[config.mk]
export PLATFORM = sky130hd
export DESIGN_NAME = pdh_cmd_regbank
export DESIGN_NICKNAME = d
export VERILOG_FILES = /design/src/rtl/pdh_cmd_regbank.sv
export SDC_FILE = /design/constraint.sdc
export NUM_CORES = 1
export LEC_CHECK = 0
export CORE_MARGIN = 3
export CORE_UTILIZATION = 30
export CTS_CLUSTER_SIZE = 25
export DETAILED_ROUTE_END_ITERATION = 12
export GPL_TIMING_DRIVEN = 0
export SYNTH_ARGS = -nofsm -noshare
export SYNTH_HDL_FRONTEND = slang
export SYNTH_SLANG_ARGS = --single-unit
[constraint.sdc]
create_clock -name clk -period 8.7 [get_ports clk]
set_input_delay 1.74 -clock clk [delete_from_list [all_inputs] [get_ports clk]]
set_output_delay 1.74 -clock clk [all_outputs]
set_load 0.02 [all_outputs]
[src/rtl/pdh_cmd_regbank.sv]
`default_nettype none
// ==== pdh_cmd_regbank : filtered PS->PL command decoder with committed register bank ====
// ==== rev 1.0                                                                         ====
module pdh_cmd_regbank #(
    parameter int          NUM_REGS      = 4,
    parameter int          DATA_W        = 16,
    parameter int          STABLE_CYCLES = 4,
    parameter logic [3:0]  CMD_STROBE    = 4'hE,
    parameter logic [3:0]  CMD_READ      = 4'hF
) (
    input  logic                         clk,
    input  logic                         rst_i,
    input  logic [31:0]                  axi_from_ps_i,
    output logic [31:0]                  axi_to_ps_o,
    output logic [NUM_REGS*DATA_W-1:0]   regs_o,
    output logic [NUM_REGS-1:0]          upd_o,
    output logic [7:0]                   led_o
);

    localparam logic [3:0] STAB = 4'(STABLE_CYCLES);
    localparam logic [3:0] NREG = 4'(NUM_REGS);

    typedef enum logic [1:0] {
        S_IDLE   = 2'd0,
        S_ARMED  = 2'd1,
        S_COMMIT = 2'd2
    } state_t;

    state_t              state, state_nxt;
    logic [31:0]         in_q;
    logic [3:0]          stab_cnt;
    logic                acc;
    logic                acc_soft;
    logic [3:0]          acc_cmd;
    logic [DATA_W-1:0]   acc_data;

    logic [DATA_W-1:0]   regs [NUM_REGS];
    logic [3:0]          pend_cmd;
    logic [DATA_W-1:0]   pend_data;
    logic [DATA_W-1:0]   callback;
    logic [3:0]          cur_cmd;
    logic [3:0]          last_cmd;
    logic                err;
    logic [6:0]          commit_cnt;

    logic                is_write, is_read, is_strobe, is_invalid;
    logic                load_pend, set_err;
    logic [DATA_W-1:0]   rd_val;
    logic                rd_ok;
    logic [15:0]         cb_ext;

    // Count saturates at STAB so a held word produces a single accept event.
    always_ff @(posedge clk or posedge rst_i) begin
        if (rst_i) begin
            in_q     <= '0;
            stab_cnt <= '0;
            acc      <= 1'b0;
            acc_soft <= 1'b0;
            acc_cmd  <= '0;
            acc_data <= '0;
        end else begin
            in_q <= axi_from_ps_i;
            acc  <= 1'b0;
            if (axi_from_ps_i != in_q) begin
                stab_cnt <= 4'd1;
            end else if (stab_cnt != STAB) begin
                stab_cnt <= stab_cnt + 4'd1;
                if (stab_cnt == STAB - 4'd1) begin
                    acc      <= 1'b1;
                    acc_soft <= axi_from_ps_i[31];
                    acc_cmd  <= axi_from_ps_i[30:27];
                    acc_data <= axi_from_ps_i[DATA_W-1:0];
                end
            end
        end
    end

    always_comb begin
        is_write   = (acc_cmd != 4'd0) && (acc_cmd <= NREG);
        is_read    = (acc_cmd == CMD_READ);
        is_strobe  = (acc_cmd == CMD_STROBE);
        is_invalid = !(is_write || is_read || is_strobe || (acc_cmd == 4'd0));
    end

    always_ff @(posedge clk or posedge rst_i) begin
        if (rst_i) state <= S_IDLE;
        else       state <= state_nxt;
    end

    always_comb begin
        state_nxt = state;
        load_pend = 1'b0;
        set_err   = 1'b0;
        if (acc && !acc_soft) begin
            set_err = is_invalid;
            case (state)
                S_IDLE: begin
                    if (is_write || is_read) begin
                        load_pend = 1'b1;
                        state_nxt = S_ARMED;
                    end else if (is_strobe) begin
                        set_err = 1'b1;
                    end
                end
                S_ARMED: begin
                    if (is_write || is_read) load_pend = 1'b1;
                    else if (is_strobe)      state_nxt = S_COMMIT;
                end
                default: ;
            endcase
        end
        if (state == S_COMMIT) state_nxt = S_IDLE;
        if (acc && acc_soft)   state_nxt = S_IDLE;
    end

    always_comb begin
        rd_val = '0;
        rd_ok  = 1'b0;
        for (int k = 0; k < NUM_REGS; k++) begin
            if (pend_data[3:0] == 4'(k)) begin
                rd_val = regs[k];
                rd_ok  = 1'b1;
            end
        end
    end

    always_ff @(posedge clk or posedge rst_i) begin
        if (rst_i) begin
            for (int k = 0; k < NUM_REGS; k++) regs[k] <= '0;
            upd_o      <= '0;
            pend_cmd   <= '0;
            pend_data  <= '0;
            callback   <= '0;
            cur_cmd    <= '0;
            last_cmd   <= '0;
            err        <= 1'b0;
            commit_cnt <= '0;
        end else begin
            upd_o <= '0;
            if (acc && acc_soft) begin
                for (int k = 0; k < NUM_REGS; k++) regs[k] <= '0;
                pend_cmd   <= '0;
                pend_data  <= '0;
                callback   <= '0;
                cur_cmd    <= '0;
                last_cmd   <= '0;
                err        <= 1'b0;
                commit_cnt <= '0;
            end else begin
                if (acc)       cur_cmd <= acc_cmd;
                if (set_err)   err     <= 1'b1;
                if (load_pend) begin
                    pend_cmd  <= acc_cmd;
                    pend_data <= acc_data;
                end
                if (state == S_COMMIT) begin
                    commit_cnt <= commit_cnt + 7'd1;
                    if (pend_cmd == CMD_READ) begin
                        last_cmd <= CMD_READ;
                        callback <= rd_val;
                        if (!rd_ok) err <= 1'b1;
                    end else begin
                        last_cmd <= pend_cmd;
                        callback <= pend_data;
                        for (int k = 0; k < NUM_REGS; k++) begin
                            if (pend_cmd == 4'(k + 1)) begin
                                regs[k]  <= pend_data;
                                upd_o[k] <= 1'b1;
                            end
                        end
                    end
                end
            end
        end
    end

    generate
        for (genvar k = 0; k < NUM_REGS; k++) begin : g_pack
            assign regs_o[k*DATA_W +: DATA_W] = regs[k];
        end
    endgenerate

    always_comb begin
        cb_ext             = '0;
        cb_ext[DATA_W-1:0] = callback;
    end

    assign axi_to_ps_o = {cb_ext, cur_cmd, last_cmd, err, commit_cnt};
    assign led_o       = regs[0][7:0];

endmodule
`default_nettype wire

**After elaboration in Yosys (flattened, before gate mapping)**

Index checks and enable logic that the tools add are counted.
W data, S select, Z words.

- Muxes and demuxes: 60
- Bitwise operators: 1
- Reductions and logical operators: 29
- $add $sub $neg: 2
- Equality and inequality tests: 19
- Order comparisons: 1

Operators with widths:

| kind | count |
|---|---|
| $mux W16 | 13 |
| $mux W64 | 3 |
| $mux W4 | 12 |
| $ne A32 B32 Y1 | 1 |
| $mux W1 | 23 |
| $eq A4 B2 Y1 const B | 5 |
| $reduce_bool A2 Y1 | 8 |
| $reduce_and A3 Y1 | 5 |
| $mux W7 | 2 |
| $eq A4 B4 Y1 const B | 3 |
| $mux W2 | 6 |
| $ne A4 B4 Y1 const B | 3 |
| $eq A4 B1 Y1 const B | 2 |
| $logic_not A4 Y1 | 2 |
| $reduce_bool A4 Y1 | 2 |
| $add A7 B1 Y7 const B | 1 |
| $reduce_and A5 Y1 | 1 |
| $add A4 B1 Y4 const B | 1 |
| $eq A4 B3 Y1 const B | 1 |
| $le A4 B3 Y1 const B | 1 |
| $ne A4 B3 Y1 const B | 1 |
| $pmux W2 S2 | 1 |
| $logic_and A1 B1 Y1 | 3 |
| $logic_or A1 B1 Y1 | 3 |
| other kinds (8) | 9 |

- Output and inout bits: 108
- Word-level logic and storage cells: 131
- Input bits: 34
- Register bits after elaboration: 180

**Depth between registers and ports, before layout**

Gate-level depths: netlist of the first run.

- Depth in word-level cells: 15
- Mapped depth: 9

**Worst setup path after synthesis of the first run**

No wires, ideal clock.

- Kind: input-to-reg
- Start point: input axi_from_ps_i[10]
- End point: register acc_cmd[0]
- Required time: 8.575 ns
- Arrival: 3.029 ns
- Library setup time: 0.125 ns
- Slack: 5.546 ns
- Stages: 6
- Path through: xnor2_1 nand4_1 nor4_4 nand4_2 buf_6 mux2_4

- Cells in the longest elaborated chain, start to end: 3

Ends and longest elaborated chain:

| item | line | source |
|---|---|---|
| start, declared | 13 | `input logic [31:0] axi_from_ps_i,` |
| $ne A32 B32 Y1 | 64 | `if (axi_from_ps_i != in_q) begin` |
| $not A1 Y1 (no source line) | -- |  |
| $reduce_and A3 Y1 (no source line) | -- |  |
| end signal, assigned | 71 | `acc_cmd <= axi_from_ps_i[30:27];` |
| end, declared | 34 | `logic [3:0] acc_cmd;` |

Every way passes these cells.
A chain may end at the register's enable or synchronous reset.

**Worst setup path after layout of the first run**

- Start point: input axi_from_ps_i[29]
- End point: register acc_data[13]

- Cells in the longest elaborated chain, start to end: 3

Ends and longest elaborated chain:

| item | line | source |
|---|---|---|
| $ne A32 B32 Y1 | 64 |  |
| $not A1 Y1 (no source line) | -- |  |
| $reduce_and A3 Y1 (no source line) | -- |  |
| end signal, assigned | 72 | `acc_data <= axi_from_ps_i[DATA_W-1:0];` |
| end, declared | 35 | `logic [DATA_W-1:0] acc_data;` |

Every way passes these cells.

==> flow_summary.json, run 1 <==
{
  "grt_usage_pct": 15.1,
  "synth_top_area_share_pct": 57.0,
  "synthTopCellsByArea": "dfrtp_1 (57%), mux2i_1 (4.9%), o21ai_0 (4.5%)",
  "fmax_mhz": 284,
  "synth-simple-area-share_pct": 10.7,
  "cts_tree": "done",
  "timing.critical_path.from": "axi_from_ps_i[29]",
  "start_kind": "primary input",
  "worstMarginPinSlew_ns": 0.715,
  "critPathMaxFanout": 10,
  "port_buffers": 141,
  "grt_pass1_vias": 5850,
  "die_area_um2": 28300,
  "endpoint_kind": "flop",
  "synth_top_cell_by_area": "dfrtp_1",
  "tns_ns": 0,
  "holdBufCountCts": 0,
  "p_per_area_nw_per_um2": 166,
  "start_util_pct": 30.9,
  "post-route-period-util_pct": 40.4,
  "grt_max_degree": 103,
  "rows": 58,
  "fp.dieH_um": 168,
  "power.leakage_nw": 4.37,
  "dr.pass1.iters": 4,
  "seq_area_frac_synth_pct": 57.0,
  "r2r-start": "state[0]$_DFFE_PP0P_",
  "rsz0062_at_grt": "no",
  "syn2layout_area_growth_pct": 31.6,
  "antenna_found_initial": 0,
  "post-route-min-period_ns": 3.52,
  "drive_above_1_share_pct": 9.29,
  "nFillCells": 2516,
  "reg2reg_depth": 8,
  "synth_ff_type": "dfrtp_1",
  "avgSynthCellArea_um2": 11.3,
  "post-cts-setup-buffer-count": 0,
  "synth_compound_area_share_pct": 14.0,
  "clock_sink_count": 180,
  "place_hpwl_um": 15800,
  "status": "finished, final reports clean",
  "finalClockSkew_ns": 0.00868,
  "drc": 0,
  "required_ns": 9.00,
  "power_w": 0.00172,
  "place.gp.congestion": 0.819,
  "synth_top_family_by_area": "compound AO/OA/AOI/OAI gates",
  "syn_area_um2": 7900,
  "yosys_warnings": 0,
  "antenna_left": 0,
  "synthCells": 698,
  "finalHoldViolations": 0,
  "synthXorXnorAreaFrac_pct": 4.10,
  "dr_total_vias": 5742,
  "yosys-mux-area-fraction_pct": 8.98,
  "slew_viol_final": 0,
  "cts.path.max_buffers": 2,
  "clk_pin_slew_ns": 0.06,
  "synth_async_sr_flop_share_pct": 100,
  "final_core_util_pct": 40.7,
  "final_net_count": 899,
  "min_delay_path_depth": 2,
  "worstHoldPathType": "flop to flop",
  "worstHoldStart": "acc_data[4]$_DFFE_PP0P_",
  "slew_headroom_pct": 52.3,
  "vias_per_cell": 4.78,
  "synth_nets": 738,
  "ir_drop_v": 0.000123,
  "synth_edf_count": 0,
  "htree_levels": 4,
  "antenna_cells": 0,
  "clk_latency_ns": 0.42,
  "boundaryPins": 142,
  "cts_resized": 0,
  "cp_data_arrival_time_ns": 3.82,
  "grt_first_pass_wirelength_um": 33700,
  "cts_root_buf": "clkbuf_16",
  "layout_commonest_cell": "dfrtp_1",
  "core_um2": 25500,
  "synth_cell_type_count": 44,
  "maxCapViolations": 0,
  "finalSetupViolations": 0,
  "critPathKind": "primary input to flop",
  "cts-buffers-inserted": 17,
  "drt-total-wl_um": 21000,
  "synthAdderAreaFrac_pct": 0.950,
  "drt_iter0_markers": 354,
  "die_w_um": 168,
  "routedWlPerCell_um": 17.5,
  "gr-total-overflow": 0,
  "mostFrequentLayoutCells": "dfrtp_1 (180), clkdlybuf4s50_1 (141), nand2_1 (78)",
  "synth-seq-cells": 180
}
-- state kept, by name (all words and copies together) (netlist names), 7 cells and up --
name / flops
pend_data: 16
acc_data: 16
led_o: 8
in_q: 32
callback: 16
commit_cnt: 7
regs_o: 56
-- layout make-up --
class                           instances  area (µm²)  area share (%)
Sequential cell                       180        4500            43.3
Multi-Input combinational cell        449        3070            29.5
Timing Repair Buffer                  142        1440            13.8
Clock buffer                           21         460            4.43
Tap cell                              330         413            3.97
Buffer                                 58         288            2.77
Clock inverter                         11         175            1.69
Inverter                               11        48.8           0.469
-- metrics by stage --
step	hold slack, ns	worst slack [ns]	cell area, µm²	std cells
final	0.491	5.18	10400	1202
after global routing	0.543	5.10	10400	1202
after CTS	0.506	5.18	10400	1202
after detailed placement	0.490	4.75	9760	1170
after global placement	0.487	-0.438	9720	1169
after floorplan	0.450	2.07	7900	698
-- cell usage after synthesis (2+ instances only) --
master	n
buf_1	5
buf_6	2
o2bb2ai_1	16
nor3_1	2
nand2b_1	18
mux2i_1	39
a21oi_1	22
a22o_1	16
xnor2_1	34
nor2b_1	5
or3_1	3
nand2_1	78
a221o_1	16
nand3_1	4
dfrtp_1	180
inv_1	11
and3_1	2
mux2_4	19
and2_1	2
mux2_1	3
o21a_1	2
o21ai_1	6
buf_2	14
nor3b_1	2
a31oi_1	2
ha_1	6
o21ai_0	71
nand4_1	12
nor2_1	36
o211ai_1	16
buf_4	10
clkbuf_1	27
xor2_1	3
nand3b_1	4
-- critical path, stage by stage --
cell,delay [ns]
clkdlybuf4s50_1,0.47
xnor2_1,0.30
nand4_1,0.19
nor4_4,0.36
nand4_2,0.22
buf_6,0.22
mux2_4,0.30
-- layer usage --
metal | part of all wire [%] | global-route usage [%] | wire (µm) | up-vias
li1 | - | - | - | 2776
met1 | 48 | 21.6 | 10100 | 2810
met2 | 46 | 23.9 | 9730 | 148
met3 | 4.7 | 2.86 | 994 | 8
met4 | 0.71 | 3.59 | 149 | 0
met5 | 0 | 0 | 0 | -
-- cell families after synthesis --
group	after synthesis
adder cells (fa/ha/maj)	6
multiplexers	61
XOR/XNOR	37
AO/OA/AOI/OAI	170
buffers and inverters	69
flip-flops	180
AND/OR/NAND/NOR	175
-- power breakdown --
part           internal, W  total (W)  switching (W)  leakage, nW
Sequential        0.000844   0.000848     0.00000330         2.44
Clock             0.000499   0.000821       0.000323        0.304
Combinational    0.0000250  0.0000550      0.0000300         1.63
-- worst paths after layout --
check	endpoint	slack, ns
max	acc_data[13]$_DFFE_PP0P_	5.18
min in group asynchronous	in_q[4]$_DFF_PP0_	1.80
min reg2reg	pend_data[4]$_DFFE_PP0P_	0.49
max in group asynchronous	pend_cmd[1]$_DFFE_PP0P_	6.02
min	pend_data[4]$_DFFE_PP0P_	0.49
max reg2reg	regs_o[23]$_DFFE_PP0P_	6.37
No activity file was read; power rests on OpenSTA's default activity.
==> run 2: changes to the inputs <==
Clock period 8.7 ns to 2.97 ns, I/O delays scaled along.
==> flow_summary.json, run 2 (synthesis results as in run 1) <==
{
  "die_area_um2": 28300,
  "placed_area_um2": 9830,
  "required_ns": 3.28,
  "largest_reg_flops": 56,
  "drive_above_1_share_pct": 9.82,
  "combPwrFrac_pct": 3.5,
  "worstHoldPathType": "flop to flop",
  "rsz0062_at_grt": "no",
  "p_int_w": 0.00386,
  "post-route-period-util_pct": 78.3,
  "r2r_slack_ns": 0.65,
  "clkPwrFrac_pct": 46.1,
  "p_per_area_nw_per_um2": 472,
  "htree_levels": 4,
  "gr-total-overflow": 0,
  "cts_resized": 0,
  "slew_headroom_pct": 55.6,
  "endpoint_kind": "flop",
  "ir_drop_v": 0.000371,
  "die_w_um": 168,
  "drt-total-wl_um": 20700,
  "grt_pass1_vias": 5788,
  "cts-buffers-inserted": 17,
  "min_delay_path_depth": 2,
  "reg2reg_depth": 8,
  "nFillCells": 2498,
  "place_hpwl_um": 16000,
  "grt_first_pass_wirelength_um": 33100,
  "design_area_um2": 10400,
  "drc": 0,
  "fmax_mhz": 430,
  "boundaryPins": 142,
  "drt_iter0_markers": 317,
  "clk_pin_slew_ns": 0.06,
  "dr_total_vias": 5748,
  "status": "finished, final reports clean",
  "syn2layout_area_growth_pct": 31.9,
  "vias_per_cell": 4.77,
  "p_sw_w": 0.00106,
  "post-cts-setup-buffer-count": 0,
  "power.leakage_nw": 4.37,
  "cts.path.max_buffers": 2,
  "port_buffers": 141,
  "tns_ns": 0,
  "holdBufCountCts": 0,
  "grt_usage_pct": 14.9,
  "antenna_left": 0,
  "worstMarginPinSlew_ns": 0.666,
  "dp.cells": 1174,
  "post-route-min-period_ns": 2.32,
  "start_kind": "primary input",
  "worstHoldStart": "acc_data[3]$_DFFE_PP0P_",
  "cts_root_buf": "clkbuf_16",
  "switching_share_pct": 21.5,
  "finalClockSkew_ns": 0.0153,
  "critPathKind": "primary input to flop",
  "slew_viol_final": 0,
  "clk_latency_ns": 0.44,
  "core_um2": 25500,
  "hold_end": "pend_data[3]$_DFFE_PP0P_",
  "cp_data_arrival_time_ns": 2.63,
  "clock_sink_count": 180,
  "layout_commonest_cell": "dfrtp_1",
  "antenna_cells": 0,
  "place.gp.congestion": 0.823,
  "multi_input_area_um2": 3070,
  "rr_endpoint": "regs_o[17]$_DFFE_PP0P_",
  "finalSetupViolations": 0,
  "critPathMaxFanout": 10,
  "dr.pass1.iters": 5,
  "routedWlPerCell_um": 17.2,
  "pwr-share-seq_pct": 50.4,
  "fp.dieH_um": 168,
  "final_net_count": 903,
  "rows": 58,
  "mostFrequentLayoutCells": "dfrtp_1 (180), clkdlybuf4s50_1 (141), nand2_1 (78)",
  "grt_max_degree": 41,
  "power_w": 0.00492,
  "r2r-start": "state[0]$_DFFE_PP0P_",
  "maxCapViolations": 0,
  "finalHoldViolations": 0,
  "cts_tree": "done",
  "whs_ns": 0.500,
  "ff_latch_area_um2": 4500,
  "stdcell_count": 1206,
  "antenna_found_initial": 0,
  "start_util_pct": 30.9
}
## run 2: layer usage
| layer | GRT usage (%) | part of all wire (%) | vias to the layer above |
|---|---|---|---|
| li1 | - | - | 2771 |
| met2 | 23.3 | 46 | 144 |
| met3 | 3.36 | 4.8 | 17 |
| met4 | 3.77 | 1.2 | 0 |
| met5 | 0 | 0 | - |
| met1 | 20.9 | 48 | 2816 |
## run 2: worst max path at each step
| stage | start | to | slack, ns | depth (start not counted) |
|---|---|---|---|---|
| 6_report | axi_from_ps_i[29] | acc_data[5]$_DFFE_PP0P_ | 0.65 | 7 |
| 5_1_grt | state[0]$_DFFE_PP0P_ | regs_o[17]$_DFFE_PP0P_ | 0.47 | 8 |
| 4_1_cts | axi_from_ps_i[29] | acc_data[5]$_DFFE_PP0P_ | 0.63 | 7 |
| 3_5_place_dp | axi_from_ps_i[29] | acc_data[6]$_DFFE_PP0P_ | 0.18 | 7 |
| 3_3_place_gp | rst_i | callback[14]$_DFFE_PP0P_ | -1.42 | 2 |
| 2_1_floorplan | rst_i | acc$_DFF_PP0_ | 0.07 | 1 |
## run 2: layout make-up
| type | instances | area share (%) |
|---|---|---|
| Buffer | 58 | 2.76 |
| Clock buffer | 21 | 4.51 |
| Timing Repair Buffer | 146 | 14.5 |
| Sequential cell | 180 | 43.2 |
| Tap cell | 330 | 3.96 |
| Clock inverter | 11 | 1.20 |
| Inverter | 11 | 0.432 |
| Multi-Input combinational cell | 449 | 29.4 |
## run 2: power groups by stage
| stage | Combinational [W] | Sequential (W) | Clock (W) |
|---|---|---|---|
| 2_1_floorplan | 0.0000787 | 0.00253 | 0 |
| 3_3_place_gp | 0.000159 | 0.00253 | 0 |
| 3_5_place_dp | 0.000177 | 0.00253 | 0 |
| 4_1_cts | 0.000177 | 0.00248 | 0.00231 |
| 5_1_grt | 0.000192 | 0.00248 | 0.00241 |
| 6_report | 0.000170 | 0.00248 | 0.00227 |
## run 2: worst max-delay path, stage by stage
cell and delay [ns]:
clkdlybuf4s50_1 0.47, xnor2_1 0.29, nand4_1 0.18, nor4_4 0.36
nand4_2 0.22, buf_6 0.21, mux2_4 0.30
## run 2: metrics by stage
stage / worst slack [ns] / utilization, %
finish: 0.646 / 40.8
global route: 0.473 / 40.8
CTS: 0.633 / 40.8
detailed placement: 0.184 / 38.5
global placement: -1.42 / 38.1
floorplan: 0.0674 / -
==> run 3: changes to the inputs <==
Clock period 2.97 ns to 2.3 ns, I/O delays scaled along.
==> flow_summary.json, run 3 (synthesis results as in run 1) <==
{
  "status": "finished, final reports clean",
  "clock_sink_count": 180,
  "critPathMaxFanout": 10,
  "grt_first_pass_wirelength_um": 33100,
  "fmax_mhz": 456,
  "layout_commonest_cell": "dfrtp_1",
  "cts_tree": "done",
  "slew_headroom_pct": 53.9,
  "htree_levels": 4,
  "die_area_um2": 28300,
  "cts_root_buf": "clkbuf_16",
  "worstHoldPathType": "primary input to async pin",
  "finalClockSkew_ns": 0.0164,
  "power_w": 0.00635,
  "fp.dieH_um": 168,
  "drt-total-wl_um": 20800,
  "post-route-min-period_ns": 2.19,
  "cp_data_arrival_time_ns": 2.50,
  "dr_total_vias": 5783,
  "port_buffers": 141,
  "routedWlPerCell_um": 17.1,
  "drive_above_1_share_pct": 11.1,
  "cts-buffers-inserted": 17,
  "slowest_stage": "clkdlybuf4s50_1",
  "rsz0062_at_grt": "no",
  "cts.path.max_buffers": 2,
  "final_net_count": 910,
  "grt_usage_pct": 14.9,
  "antenna_cells": 0,
  "rows": 58,
  "finalSetupViolations": 0,
  "nFillCells": 2493,
  "cp_top_family": "simple AND/OR/NAND/NOR gates",
  "required_ns": 2.61,
  "maxCapViolations": 0,
  "finalHoldViolations": 0,
  "critPathMaxStageDelay_ns": 0.47,
  "post-route-period-util_pct": 95.3,
  "gr-total-overflow": 0,
  "endpoint_kind": "flop",
  "start_util_pct": 30.9,
  "crit_buf_inv": 2,
  "die_w_um": 168,
  "vias_per_cell": 4.77,
  "power.leakage_nw": 4.42,
  "antenna_left": 0,
  "dr.pass1.iters": 5,
  "worstMarginPinSlew_ns": 0.691,
  "start_kind": "primary input",
  "place_hpwl_um": 16000,
  "largest_reg_flops": 56,
  "clk_latency_ns": 0.43,
  "drt_iter0_markers": 311,
  "slew_viol_final": 0,
  "core_um2": 25500,
  "path_cells": "clkdlybuf4s50_1 -> xnor2_1 -> nand4_1 -> nor4_4 -> nand4_2 -> buf_6 -> mux2_4",
  "clk_pin_slew_ns": 0.07,
  "p_per_area_nw_per_um2": 605,
  "antenna_found_initial": 0,
  "holdBufCountCts": 0,
  "place.gp.congestion": 0.823,
  "grt_max_degree": 41,
  "ir_drop_v": 0.000476,
  "grt_pass1_vias": 5791,
  "boundaryPins": 142,
  "drc": 0,
  "critPathKind": "primary input to flop",
  "syn2layout_area_growth_pct": 32.8,
  "final_core_util_pct": 41.1,
  "mostFrequentLayoutCells": "dfrtp_1 (180), clkdlybuf4s50_1 (141), nand2_1 (78)"
}
[run 3: changes by cell type in the layout (fill, tap and decap cells not counted)]
cell / previous run / this run
clkbuf_2: 0 / 3
buf_4: 10 / 19
a21oi_2: 0 / 1
or3b_1: 1 / 0
clkbuf_4: 0 / 1
clkbuf_1: 28 / 25
a21oi_1: 22 / 21
or3b_4: 0 / 1
buf_2: 14 / 11
[run 3: worst register-to-register path: cells and delay by family, from the launching register on]
kind	cells	cell delay, ns
simple gates	4	0.77
buf+inv	3	0.53
flops	1	0.39
compound gates	1	0.19
fa+ha+maj	1	0.14
[run 3: layer usage]
layer  vias up  GRT usage [%]  part of all wire [%]
met5         -              0                     0
met4         0           3.77                   1.2
met3        19           3.36                   5.7
met2       172           23.4                    45
met1      2795           20.9                    48
li1       2797              -                     -
[run 3: metrics by stage]
stage                     hold WS (ns)  std cells  setup TNS, ns  setup slack (ns)  cell area [µm²]
after detailed placement         0.486       1174          -7.01            -0.352             9830
after CTS                        0.411       1207              0            0.0166            10400
after global routing             0.437       1213              0            0.0111            10500
after global placement           0.476       1169        -357.88             -1.96             9730
after floorplan                  0.450        698         -84.35            -0.469             7900
final                            0.411       1213              0             0.108            10500
[run 3: final cells by class]
type | count | area (µm²) | area share, %
inverters | 11 | 45.0 | 0.429
clock buffers | 21 | 470 | 4.48
well taps | 330 | 413 | 3.94
clock inverters | 11 | 125 | 1.19
multi-input cells | 449 | 3070 | 29.3
flip-flops and latches | 180 | 4500 | 42.9
repair buffers | 153 | 1560 | 14.9
plain buffers | 58 | 299 | 2.85
[run 3: final timing paths]
| kind | depth (start not counted) | slack [ns] | start | endpoint |
|---|---|---|---|---|
| min reg2reg | 2 | 0.50 | acc_data[3]$_DFFE_PP0P_ | pend_data[3]$_DFFE_PP0P_ |
| max reg2reg | 9 | 0.19 | state[0]$_DFFE_PP0P_ | regs_o[17]$_DFFE_PP0P_ |
| min | 2 | 0.41 | rst_i | regs_o[50]$_DFFE_PP0P_ |
| max in group asynchronous | 4 | 1.14 | rst_i | in_q[9]$_DFF_PP0_ |
| max | 7 | 0.11 | axi_from_ps_i[29] | acc_data[5]$_DFFE_PP0P_ |
| min in group clk | 2 | 0.50 | acc_data[3]$_DFFE_PP0P_ | pend_data[3]$_DFFE_PP0P_ |
[run 3: what timing repair did]
action | 4_1_cts | 5_1_grt
pin swaps | 1 | 0
setup endpoints to repair | 5 | 45
setup buffers | 1 | 6
resized for setup | 1 | 11
[run 3: power by group]
part           switching, W  internal [W]  total [W]
Sequential        0.0000118       0.00319    0.00321
Clock               0.00124       0.00169    0.00293
Combinational      0.000113      0.000107   0.000220
